### src/rtl/ps2_text_entry.sv
// Purpose: PS/2 scan-code decoder and text cursor that drives one-cycle writes into the character RAM.
// Latency: wr_en/wr_addr/wr_data and cursor update on the edge that accepts a byte (visible next cycle).
// Backpressure: none on input; bytes presented while busy (clear sweep) or flagged by err are dropped.
module ps2_text_entry #(
    parameter int BUFFER_WIDTH  = 12,
    parameter int BUFFER_HEIGHT = 9,
    parameter int ADDR_WIDTH    = 7
) (
    input  logic                  clk,
    input  logic                  reset,
    input  logic [7:0]            rx_data,
    input  logic                  read_data,
    input  logic                  err,
    output logic                  wr_en,
    output logic [ADDR_WIDTH-1:0] wr_addr,
    output logic [7:0]            wr_data,
    output logic [ADDR_WIDTH-1:0] cursor,
    output logic                  shift_active,
    output logic                  caps_lock,
    output logic                  busy
);
    localparam int NUM_CELLS = BUFFER_WIDTH * BUFFER_HEIGHT;
    localparam int CW = (BUFFER_WIDTH  > 1) ? $clog2(BUFFER_WIDTH)  : 1;
    localparam int RW = (BUFFER_HEIGHT > 1) ? $clog2(BUFFER_HEIGHT) : 1;
    localparam logic [ADDR_WIDTH-1:0] LAST_CELL = ADDR_WIDTH'(NUM_CELLS - 1);
    localparam logic [CW-1:0]         LAST_COL  = CW'(BUFFER_WIDTH - 1);
    localparam logic [RW-1:0]         LAST_ROW  = RW'(BUFFER_HEIGHT - 1);

    typedef enum logic [1:0] {IDLE, BRK, EXT, EXT_BRK} dec_state_t;

    dec_state_t      state, state_nxt;
    logic            make_evt, break_evt;
    logic            lshift, rshift, caps_held;
    logic [CW-1:0]   col;
    logic [RW-1:0]   row;
    logic            is_print;
    logic [7:0]      lo_char, hi_char, ascii;

    assign shift_active = lshift | rshift;

    // Decoder state register
    always_ff @(posedge clk or posedge reset) begin
        if (reset) state <= IDLE;
        else       state <= state_nxt;
    end

    // Decoder next state: classify each accepted byte as make, break or prefix
    always_comb begin
        state_nxt = state;
        make_evt  = 1'b0;
        break_evt = 1'b0;
        if (read_data && !busy) begin
            if (err) begin
                state_nxt = IDLE;
            end else begin
                case (state)
                    IDLE: begin
                        if (rx_data == 8'hF0)      state_nxt = BRK;
                        else if (rx_data == 8'hE0) state_nxt = EXT;
                        else                       make_evt  = 1'b1;
                    end
                    BRK: begin
                        break_evt = 1'b1;
                        state_nxt = IDLE;
                    end
                    EXT:     state_nxt = (rx_data == 8'hF0) ? EXT_BRK : IDLE;
                    EXT_BRK: state_nxt = IDLE;
                    default: state_nxt = IDLE;
                endcase
            end
        end
    end

    // Scan code to ASCII; letters take case from shift XOR caps, the rest from shift only
    always_comb begin
        is_print = 1'b1;
        lo_char  = 8'h00;
        hi_char  = 8'h00;
        case (rx_data)
            8'h1C: lo_char = "a";  8'h32: lo_char = "b";  8'h21: lo_char = "c";
            8'h23: lo_char = "d";  8'h24: lo_char = "e";  8'h2B: lo_char = "f";
            8'h34: lo_char = "g";  8'h33: lo_char = "h";  8'h43: lo_char = "i";
            8'h3B: lo_char = "j";  8'h42: lo_char = "k";  8'h4B: lo_char = "l";
            8'h3A: lo_char = "m";  8'h31: lo_char = "n";  8'h44: lo_char = "o";
            8'h4D: lo_char = "p";  8'h15: lo_char = "q";  8'h2D: lo_char = "r";
            8'h1B: lo_char = "s";  8'h2C: lo_char = "t";  8'h3C: lo_char = "u";
            8'h2A: lo_char = "v";  8'h1D: lo_char = "w";  8'h22: lo_char = "x";
            8'h35: lo_char = "y";  8'h1A: lo_char = "z";
            8'h45: begin lo_char = "0"; hi_char = ")"; end
            8'h16: begin lo_char = "1"; hi_char = "!"; end
            8'h1E: begin lo_char = "2"; hi_char = "@"; end
            8'h26: begin lo_char = "3"; hi_char = "#"; end
            8'h25: begin lo_char = "4"; hi_char = "$"; end
            8'h2E: begin lo_char = "5"; hi_char = "%"; end
            8'h36: begin lo_char = "6"; hi_char = "^"; end
            8'h3D: begin lo_char = "7"; hi_char = "&"; end
            8'h3E: begin lo_char = "8"; hi_char = "*"; end
            8'h46: begin lo_char = "9"; hi_char = "("; end
            8'h29: begin lo_char = " "; hi_char = " "; end
            8'h4E: begin lo_char = "-"; hi_char = "_"; end
            8'h55: begin lo_char = "="; hi_char = "+"; end
            8'h41: begin lo_char = ","; hi_char = "<"; end
            8'h49: begin lo_char = "."; hi_char = ">"; end
            8'h4A: begin lo_char = "/"; hi_char = "?"; end
            default: is_print = 1'b0;
        endcase
        if (lo_char >= 8'h61 && lo_char <= 8'h7A)
            ascii = (shift_active ^ caps_lock) ? (lo_char - 8'h20) : lo_char;
        else
            ascii = shift_active ? hi_char : lo_char;
    end

    // Modifier tracking; caps_held blocks typematic repeats from re-toggling caps lock
    always_ff @(posedge clk or posedge reset) begin
        if (reset) begin
            lshift    <= 1'b0;
            rshift    <= 1'b0;
            caps_held <= 1'b0;
            caps_lock <= 1'b0;
        end else if (make_evt) begin
            if (rx_data == 8'h12) lshift <= 1'b1;
            if (rx_data == 8'h59) rshift <= 1'b1;
            if (rx_data == 8'h58) begin
                if (!caps_held) caps_lock <= ~caps_lock;
                caps_held <= 1'b1;
            end
        end else if (break_evt) begin
            if (rx_data == 8'h12) lshift    <= 1'b0;
            if (rx_data == 8'h59) rshift    <= 1'b0;
            if (rx_data == 8'h58) caps_held <= 1'b0;
        end
    end

    // Cursor movement, write strobes and the clear-screen sweep
    always_ff @(posedge clk or posedge reset) begin
        if (reset) begin
            wr_en   <= 1'b0;
            wr_addr <= '0;
            wr_data <= 8'h00;
            cursor  <= '0;
            col     <= '0;
            row     <= '0;
            busy    <= 1'b0;
        end else begin
            wr_en <= 1'b0;
            if (busy) begin
                // Sweep walks wr_addr itself; wr_data stays at space throughout
                if (wr_addr == LAST_CELL) begin
                    busy   <= 1'b0;
                    cursor <= '0;
                    col    <= '0;
                    row    <= '0;
                end else begin
                    wr_en   <= 1'b1;
                    wr_addr <= wr_addr + 1'b1;
                end
            end else if (make_evt) begin
                if (rx_data == 8'h76) begin
                    busy    <= 1'b1;
                    wr_en   <= 1'b1;
                    wr_addr <= '0;
                    wr_data <= 8'h20;
                end else if (rx_data == 8'h66) begin
                    if (cursor != '0) begin
                        wr_en   <= 1'b1;
                        wr_addr <= cursor - 1'b1;
                        wr_data <= 8'h20;
                        cursor  <= cursor - 1'b1;
                        if (col == '0) begin
                            col <= LAST_COL;
                            row <= row - 1'b1;
                        end else begin
                            col <= col - 1'b1;
                        end
                    end
                end else if (rx_data == 8'h5A) begin
                    col <= '0;
                    if (row == LAST_ROW) begin
                        row    <= '0;
                        cursor <= '0;
                    end else begin
                        row    <= row + 1'b1;
                        cursor <= cursor + ADDR_WIDTH'(BUFFER_WIDTH) - ADDR_WIDTH'(col);
                    end
                end else if (is_print) begin
                    wr_en   <= 1'b1;
                    wr_addr <= cursor;
                    wr_data <= ascii;
                    if (cursor == LAST_CELL) begin
                        cursor <= '0;
                        col    <= '0;
                        row    <= '0;
                    end else begin
                        cursor <= cursor + 1'b1;
                        if (col == LAST_COL) begin
                            col <= '0;
                            row <= row + 1'b1;
                        end else begin
                            col <= col + 1'b1;
                        end
                    end
                end
            end
        end
    end
endmodule

### config.mk
export PLATFORM = sky130hd
export DESIGN_NAME = ps2_text_entry
export DESIGN_NICKNAME = d
export VERILOG_FILES = /design/src/rtl/ps2_text_entry.sv
export SDC_FILE = /design/constraint.sdc
export NUM_CORES = 1
export LEC_CHECK = 0
export ABC_CLOCK_PERIOD_IN_PS = 3850
export CAP_MARGIN = 10
export CORE_UTILIZATION = 50
export CTS_BUF_LIST = sky130_fd_sc_hd__clkbuf_4
export CTS_CLUSTER_DIAMETER = 30
export DETAILED_ROUTE_END_ITERATION = 7
export PLACE_DENSITY = 0.78
export SETUP_SLACK_MARGIN = 0.3
export SYNTH_ARGS = -nofsm -noshare
export SYNTH_HDL_FRONTEND = slang
export SYNTH_SLANG_ARGS = --single-unit
### constraint.sdc
create_clock -name clk -period 3.85 [get_ports clk]
set_input_delay 0.385 -clock clk [delete_from_list [all_inputs] [get_ports clk]]
set_output_delay 0.385 -clock clk [all_outputs]
set_load 0.05 [all_outputs]
==> run metrics <==
Startpoint Class=input pin; Final Net Count=583; Rel. slew slack=54.11%; die height=91.78 um; number of antenna diodes=0; synth warn=0; CP required=4.13 ns; Comb power frac=59.6%; routed length per instance=18.34 um; post-detail-place hpwl=around 8.9 mm; num ports=38; largest cells by area after synthesis=dfrtp_1 (24%), ha_1 (6.8%), o21ai_0 (4.3%), a21oi_1 (4.2%), nand3_1 (3.2%); post-CTS sizing=0; Post-synth EDFFs=0; CP Capture Type=flop; core area=7767 um^2; number of antenna violations at the first check in global routing=0; top-count cell post-synth=dfrtp_1; via count=4151; vias per cell=6.376; signal arrival time at the worst endpoint=around 3.5 ns; largest net degree at the start of global routing=39; worst hold path class=in -> async; global route overflow=0; critical path peak fanout=17; drt drc=0; layout cells sized above 1=11.84%; Pleak=1.936 nW; Initial Util=between 50% and 60%; VDD IR-drop max=0.5155 mV; Pwr per Cell Area=roughly 530 nW/um^2; clock power share=between 10% and 20%; status=finished, final reports clean; clock sinks=38; Slew Limit Fails=0; Buffers & Inverters on Critical Path=3; DR iter-0 viols=460; first-pass GRT wire length=19.61 mm; post-synth top area cell=dfrtp_1; top cells by instance count after synthesis=dfrtp_1 (38), o21ai_0 (35), a21oi_1 (34), nand2_1 (34), nor2_1 (33); CTS Buffer Depth=2; Final Hold Viols=0; CTS tree=done; die width=91.78 um; top cell type's share of synthesized area=23.60%; crit-path max cell delay=about 0.8 ns; clock buffer count from CTS=5; cells traversed along the worst timing path=clkdlybuf4s50_1, or3b_2, a211oi_1, nor3_1, nand4_1, buf_4, or4_1, buf_4, nand4_1, o211ai_1; total power=~2.5 mW; # Max-Cap Violations=0; RSZ-0062 raised after global routing=no; syn nets=about 550; clk_lat worst skew=0.37 ns; Synth Register Bits=38; fin crit period=3.240 ns; area grow syn2layout=16.55%; Switching Power=1.204 mW; num rows=32; Flop pwr share=25.9%; GRT Total Usage=29.35%; post-CTS setup buffers=0; Fmax=308.7 MHz; sequential area share after synthesis=23.60%; setup violators final=0; Worst-path clk slew=0.15 ns; Routability Congestion=0.9647; H-tree levels=2; Slew @ Worst Pin=0.6837 ns; slowest CP cell=clkdlybuf4s50_1; Post-Synthesis Cells=510; Mapped Area=4030 um^2; die area=8424 um^2; clk root buf=clkbuf_4; Switching Fraction=48.56%; asr flop ratio synth=100.0%; WL final=11.94 mm; worst clock skew=0.03170 ns; WS Path Type=in -> reg; drt first pass iters=5; cts hold-fix bufs=0; Top delay family on crit path=simple AND/OR/NAND/NOR gates; vias in the first global route=3770; Buffers on Ports=37; setup_tns=0 ns; period utilization=84.15%; predominant post-synthesis flop cell=dfrtp_1; Avg Cell Area, Syn=7.902 um^2; Synth cell types=84; post-route ant nets=0; internal power=1.275 mW
==> worst min-delay path: cells and delay by family <==
kind	cells	cell delay [ns]
buf+inv	3	0.85
==> kinds of logic (layout without fill, tap and decap cells) <==
logic type | Yosys count | count (layout) | share of synthesized area [%]
buffers and inverters | 67 | 106 | 7.109
AOI/OAI and AO/OA | 165 | 165 | 28.56
adders and majority gates | 23 | 23 | 7.327
muxes | 4 | 4 | 1.025
DFF | 38 | 38 | 23.60
and+or+nand+nor | 195 | 195 | 28.47
xor gates and xnor gates | 18 | 18 | 3.912
==> final cells by class <==
class,instances,area [um^2]
repair buffers,69,610.6
clock inverters,3,68.82
multi-input cells,405,2793
flip-flops and latches,38,950.9
inverters,29,108.9
clock buffers,5,37.54
well taps,102,127.6
fillers,706,3070
==> power by group through the flow <==
stage	Sequential, mW	Combinational, mW	Clock [mW]
after floorplan	0.848	0.839	0
after global placement	0.641	1.44	0
after detailed placement	0.645	1.46	0
after CTS	0.639	1.47	0.361
after global routing	0.661	1.61	0.382
final	0.642	1.48	0.359
==> flip-flops by register name (all words and copies together) (netlist names) <==
signal and cells:
col 4, wr_data 8, lshift 1, caps_held 1, wr_en 1, wr_addr 7, row 4, state 2
caps_lock 1, busy 1, rshift 1, cursor 7
==> stage by stage <==
stage | area (um^2) | util [%] | hold slack, ns | instances | setup slack (ns)
2_1_floorplan | 4030 | - | 0.4663 | 510 | 1.006
3_3_place_gp | 4591 | 59.10 | 0.4780 | 643 | 0.3527
3_5_place_dp | 4591 | 59.10 | 0.4854 | 643 | 0.3309
4_1_cts | 4697 | 60.47 | 0.4305 | 651 | 0.6921
5_1_grt | 4697 | 60.47 | 0.4593 | 651 | 0.5006
6_report | 4697 | 60.47 | 0.4065 | 651 | 0.6104
==> final timing paths <==
check | start | endpoint | slack [ns] | cells past startpoint
setup / recovery | rx_data[5] | wr_addr[4] | 0.61 | 10
hold / removal | reset | col[1] | 0.41 | 3
setup reg to reg | cursor[2] | cursor[6] | 1.04 | 11
hold reg to reg | caps_held | caps_held | 0.51 | 2
max in group asynchronous | reset | wr_addr[5] | 3.06 | 3
min in group clk | caps_held | caps_held | 0.51 | 2
==> layout by cell type, fill, tap and decap left out, types with 6 or more instances in the layout <==
cell | Yosys | final
a31oi_1 | 7 | 7
nor2b_1 | 12 | 12
inv_1 | 27 | 27
a21oi_1 | 34 | 34
nand4_1 | 9 | 9
o22ai_1 | 8 | 8
o211ai_1 | 6 | 6
xnor2_1 | 12 | 12
o21ai_0 | 35 | 35
or3_1 | 7 | 7
ha_1 | 22 | 22
nand2_1 | 34 | 34
clkdlybuf4s50_1 | 0 | 37
nand3_1 | 26 | 26
and3_1 | 9 | 9
o2bb2ai_1 | 7 | 7
o31ai_1 | 12 | 12
dfrtp_1 | 38 | 38
nor3_1 | 10 | 10
xor2_1 | 6 | 6
nor2_1 | 33 | 33
buf_4 | 6 | 32
==> layer usage <==
| metal | share of wire [%] | vias to the layer above | track usage, % |
|---|---|---|---|
| met3 | 6.5 | 27 | 3.151 |
| met5 | 0 | - | 0 |
| li1 | - | 1989 | - |
| met1 | 46 | 1962 | 43.14 |
| met2 | 45 | 173 | 45.24 |
| met4 | 1.7 | 0 | 8.854 |
(Power assumes the default switching activity.)
